File: config.mk
export PLATFORM = sky130hd
export DESIGN_NAME = serial_pattern_tx
export DESIGN_NICKNAME = d
export VERILOG_FILES = /design/src/rtl/serial_pattern_tx_pkg.sv /design/src/rtl/serial_pattern_tx_shreg.sv /design/src/rtl/serial_pattern_tx.sv
export SDC_FILE = /design/constraint.sdc
export NUM_CORES = 1
export LEC_CHECK = 0
export ABC_AREA = 1
export CAP_MARGIN = 5
export CORE_AREA = 2 2 67 69
export CTS_CLUSTER_DIAMETER = 200
export CTS_CLUSTER_SIZE = 10
export DETAILED_ROUTE_END_ITERATION = 12
export DIE_AREA = 0 0 69 71
export GPL_TIMING_DRIVEN = 0
export SLEW_MARGIN = 5
export SYNTH_ARGS = -nofsm -noshare
export SYNTH_HDL_FRONTEND = slang
export SYNTH_SLANG_ARGS = --single-unit
File: constraint.sdc
create_clock -name clk -period 2.4 [get_ports clk]
set_clock_uncertainty 0.1 [all_clocks]
set_input_delay 0.24 -clock clk [delete_from_list [all_inputs] [get_ports clk]]
set_output_delay 0.24 -clock clk [all_outputs]
set_load 0.02 [all_outputs]
File: src/rtl/serial_pattern_tx_pkg.sv
// Shared definitions for the serial pattern transmitter and the benches that drive detectors with it.
package serial_pattern_tx_pkg;

  typedef enum logic {
    IDLE  = 1'b0,
    SHIFT = 1'b1
  } state_t;

  localparam logic [7:0] PATTERN_58 = 8'h58;

endpackage

File: src/rtl/serial_pattern_tx_shreg.sv
// WIDTH-bit shift register: parallel load has priority over shift-left, zero fills the LSB.
module tx_shreg #(
  parameter int WIDTH = 8
) (
  input  logic             i_clk,
  input  logic             i_rst,
  input  logic             i_load,
  input  logic             i_shift,
  input  logic [WIDTH-1:0] i_din,
  output logic [WIDTH-1:0] o_q
);

  logic [WIDTH-1:0] r_q;
  logic [WIDTH-1:0] w_shifted;

  assign w_shifted = r_q << 1;
  assign o_q       = r_q;

  always_ff @(posedge i_clk or posedge i_rst) begin
    if (i_rst)        r_q <= '0;
    else if (i_load)  r_q <= i_din;
    else if (i_shift) r_q <= w_shifted;
  end

endmodule

File: src/rtl/serial_pattern_tx.sv
// Parallel-to-serial transmitter: sends a word MSB-first, repeated back-to-back, with gapless frame chaining.
module serial_pattern_tx
  import serial_pattern_tx_pkg::*;
#(
  parameter int WIDTH = 8,
  parameter int CNT_W = 4
) (
  input  logic             clk,
  input  logic             rst,
  input  logic             load_valid,
  input  logic [WIDTH-1:0] load_data,
  input  logic [CNT_W-1:0] load_count,
  output logic             load_ready,
  input  logic             abort,
  output logic             out,
  output logic             out_valid,
  output logic             busy,
  output logic             done
);

  localparam int BW = (WIDTH > 1) ? $clog2(WIDTH) : 1;
  localparam logic [BW-1:0] LAST = BW'(WIDTH - 1);

  state_t           r_state, w_state_nxt;
  logic [WIDTH-1:0] r_hold;
  logic [WIDTH-1:0] w_sh_q, w_sh_din;
  logic [BW-1:0]    r_bit_cnt, w_bit_nxt;
  logic [CNT_W-1:0] r_reps, w_reps_nxt;
  logic             r_done, w_done_nxt;
  logic             w_sh_load, w_sh_shift;
  logic             w_last, w_accept;

  // r_bit_cnt indexes the bit currently on out; r_reps counts repetitions left including the current one.
  assign w_last     = (r_state == SHIFT) && (r_bit_cnt == LAST) && (r_reps == CNT_W'(1));
  assign load_ready = !abort && ((r_state == IDLE) || w_last);
  assign w_accept   = load_valid && load_ready;

  always_comb begin
    w_state_nxt = r_state;
    w_bit_nxt   = r_bit_cnt;
    w_reps_nxt  = r_reps;
    w_sh_load   = 1'b0;
    w_sh_shift  = 1'b0;
    w_sh_din    = '0;
    if (w_accept) begin
      w_state_nxt = SHIFT;
      w_sh_load   = 1'b1;
      w_sh_din    = load_data;
      w_bit_nxt   = '0;
      w_reps_nxt  = (load_count == '0) ? CNT_W'(1) : load_count;
    end else if (r_state == SHIFT) begin
      if (abort || w_last) begin
        // Loading zeros on exit keeps out low while idle.
        w_state_nxt = IDLE;
        w_sh_load   = 1'b1;
        w_bit_nxt   = '0;
        w_reps_nxt  = '0;
      end else if (r_bit_cnt == LAST) begin
        w_sh_load  = 1'b1;
        w_sh_din   = r_hold;
        w_bit_nxt  = '0;
        w_reps_nxt = r_reps - CNT_W'(1);
      end else begin
        w_sh_shift = 1'b1;
        w_bit_nxt  = r_bit_cnt + BW'(1);
      end
    end
    w_done_nxt = (w_state_nxt == SHIFT) && (w_bit_nxt == LAST) && (w_reps_nxt == CNT_W'(1));
  end

  always_ff @(posedge clk or posedge rst) begin
    if (rst) begin
      r_state   <= IDLE;
      r_hold    <= '0;
      r_bit_cnt <= '0;
      r_reps    <= '0;
      r_done    <= 1'b0;
    end else begin
      r_state   <= w_state_nxt;
      r_bit_cnt <= w_bit_nxt;
      r_reps    <= w_reps_nxt;
      r_done    <= w_done_nxt;
      if (w_accept) r_hold <= load_data;
    end
  end

  tx_shreg #(.WIDTH(WIDTH)) u_shreg (
    .i_clk   (clk),
    .i_rst   (rst),
    .i_load  (w_sh_load),
    .i_shift (w_sh_shift),
    .i_din   (w_sh_din),
    .o_q     (w_sh_q)
  );

  assign out       = w_sh_q[WIDTH-1];
  assign out_valid = (r_state == SHIFT);
  assign busy      = (r_state == SHIFT);
  assign done      = r_done;

endmodule

==> impl_metrics.tcl <==
set metrics [dict create \
    rsz0062_at_grt "false" \
    grt_overflow 0 \
    ys_ff_latch 25 \
    hold_class "reg -> reg" \
    met3_usage_pct 1.71 \
    yosysWarnings 0 \
    die_w_um 69 \
    critPathSlowestCell "dfrtp_1" \
    max-clock-path-buffers 2 \
    relSlewSlack_pct 35.7 \
    drv_cap 0 \
    seqPwrFrac_pct 49.4 \
    area_growth_pct 22.7 \
    power_switching_w 0.000372 \
    place_area_um2 1660 \
    required_ns 2.06 \
    synth_top_area_share_pct 45.0 \
    drc_errors 0 \
    path_buf_inv 3 \
    wl_per_cell_um 10.8 \
    grtUsageMet2_pct 20.1 \
    finalSetupTns_ns 0 \
    num_rows 24 \
    drive_above_1_share_pct 11.2 \
    syn-mean-instance-area_um2 7.64 \
    max_stage_delay_ns 0.38 \
    postCtsHoldBufs 0 \
    die_area_um2 4900 \
    grt_max_degree 26 \
    regToRegEndpoint "u_shreg.o_q[3]" \
    yosysMostFrequentCell "nand2_1" \
    root_buffer "clkbuf_8" \
    finalSetupViolations 0 \
    start_util_pct 33.1 \
    fin_area_um2 1710 \
    ys_dominant_reg_cell "dfrtp_1" \
    ir_drop_mv 0.232 \
    via_count 1151 \
    cp.arrival_ns 1.87 \
    min_to "r_hold[0]" \
    holdCritStartpoint "r_hold[0]" \
    synth_edf_count 0 \
    path_clk_slew_ns 0.09 \
    path_cells "ha_1 -> ha_2 -> inv_2 -> nor2_4 -> nand2_4 -> nand2_8 -> nand2_1 -> inv_1 -> dlygate4sd2_1" \
    synthArstFlopShare_pct 100 \
    crit_family "buffers and inverters" \
    grt_pass1_wl_mm 4.96 \
    ios 21 \
    routabilityCongestion 0.783 \
    internal_power_w 0.000754 \
    first_global_vias 1110 \
    finalWirelength_mm 2.78 \
    clkLatencyLatePin_ns 0.27 \
    dr.pass1.iters 5 \
    powerDensity_nw_per_um2 660 \
    final_hold_viol_count 0 \
    yosysUniqueCellTypes 26 \
    io_buffers 20 \
    fmaxAchievable_ghz 0.453 \
    reg2reg_depth 11 \
    nets 227 \
    nFillCells 464 \
    clkPwrFrac_pct 22.9 \
    dp_hpwl_mm 2.04 \
    netlist_instances 182 \
    setup.worst_path.end_class "output pin" \
    fp.dieH_um 71 \
    antenna_cells 0 \
    final_cells 258 \
    placed_cells 254 \
    syn-cell-area_um2 1390 \
    synth_fp_nets 202 \
    numCtsBuffers 3 \
    tightest_slew_ns 0.964 \
    cp-start-kind "flip-flop" \
    path_depth 9 \
    ff2ff_setup_slack_ns 0.34 \
    drtIter0Drc 89 \
    grt_usage_pct 12.5 \
    antenna_left 0 \
    critPathMaxFanout 8 \
    grtUsageMet1_pct 17.4 \
    clock-sinks 25 \
    r2r_start "r_bit_cnt[0]" \
    cts_tree "yes" \
    busiest_layer "met2" \
    combPwrFrac_pct 27.7 \
    p_leak_nw 0.866 \
    antenna_found_initial 0 \
    htree_levels 1 \
    fin_crit_sh_pct 92.1 \
    viasPerCell 4.46 \
    holdPathStages 2 \
    core-area_um2 4200 \
    slew_violations 0 \
    yosys.area.top_type "dfrtp_1" \
    ys_seq_area_share_pct 45.0 \
    switching_share_pct 33.1 \
    synth_area_leaders "dfrtp_1, nand2_1, nor2_1, inv_1, ha_1" \
    status "finished clean" \
    fin_crit_ns 2.21 \
    synthTopCellsByCount "nand2_1, nor2_1, dfrtp_1" \
    crit_type "reg -> out" \
]
[sequential cells by signal, indices dropped and copies added, names as in the netlist]
signal	flops
done	1
r_hold	8
r_reps	4
u_shreg.o_q	8
busy	1
r_bit_cnt	3
[through the flow]
stage / hold slack (ns) / util [%] / setup slack [ns] / total power, W
3_5_place_dp: 0.361 / 39.4 / 0.154 / 0.000880
5_1_grt: 0.393 / 40.6 / 0.0363 / 0.00122
6_report: 0.383 / 40.6 / 0.191 / 0.00113
4_1_cts: 0.384 / 40.6 / 0.178 / 0.00114
3_3_place_gp: 0.358 / 39.4 / 0.171 / 0.000875
2_1_floorplan: 0.167 / - / 0.579 / 0.000777
[per-layer routing]
layer	vias to the layer above	wire, um
met5	-	0
met4	0	34
met3	2	78
met2	16	1230
met1	510	1440
li1	623	-
[tightest hold or removal path, cell delays in order, from the launching register on]
cell and delay, ns:
dfrtp_1 0.33, nand2_1 0.06, nand2_1 0.06
[timing repair]
item | CTS | global route
gates resized for setup | 2 | 0
buffers inserted | 0 | 0
hold endpoints to repair | 0 | 0
setup endpoints to repair | 1 | 0
[worst max-delay path by stage]
| stage | start | endpoint | slack (ns) |
|---|---|---|---|
| after floorplan | r_bit_cnt[0] | u_shreg.o_q[6] | 0.58 |
| after global placement | r_bit_cnt[0] | load_ready | 0.17 |
| after detailed placement | r_bit_cnt[0] | load_ready | 0.15 |
| after CTS | r_bit_cnt[0] | load_ready | 0.18 |
| after global routing | r_bit_cnt[0] | load_ready | 0.04 |
| final | r_bit_cnt[0] | load_ready | 0.19 |
[area by class of cell]
| cell class | count | area (um2) | share of cell area [%] |
|---|---|---|---|
| buffer | 5 | 32.5 | 1.91 |
| clock buffer | 3 | 41.3 | 2.42 |
| clock inverter | 1 | 7.51 | 0.440 |
| inverter | 19 | 72.6 | 4.25 |
| multi-input combinational | 133 | 663 | 38.9 |
| sequential | 25 | 626 | 36.7 |
| tap | 52 | 65.1 | 3.81 |
| timing repair buffer | 20 | 199 | 11.7 |
[cell usage in the layout, fill, tap and decap left out, drive strengths merged]
cell and count:
o211ai 1, o21ai 10, inv 18, a31oi 1, nor3 2, clkbuf 4, xor2 1, nor2 32
dfrtp 25, clkdlybuf4s50 19, ha 4, dlygate4sd2 1, nand2 65, clkinv 1, nand4 7, a21oi 2
nand3 8, clkinvlp 1, buf 4
[power by group through the flow]
| stage | sequential (W) | clock [W] | combinational [W] |
|---|---|---|---|
| after floorplan | 0.000562 | 0 | 0.000215 |
| after CTS | 0.000556 | 0.000272 | 0.000316 |
| after detailed placement | 0.000564 | 0 | 0.000316 |
| after global placement | 0.000563 | 0 | 0.000313 |
| final | 0.000556 | 0.000258 | 0.000312 |
| after global routing | 0.000567 | 0.000284 | 0.000366 |
[logic make-up after synthesis]
| group | after synthesis | share of synthesized area, % |
|---|---|---|
| AO/OA/AOI/OAI | 14 | 5.58 |
| XOR/XNOR | 1 | 0.630 |
| adder cells (fa/ha/maj) | 4 | 3.60 |
| buffers and inverters | 24 | 7.55 |
| flip-flops | 25 | 45.0 |
| AND/OR/NAND/NOR | 114 | 37.7 |
Power figures use the tool's default switching activity.
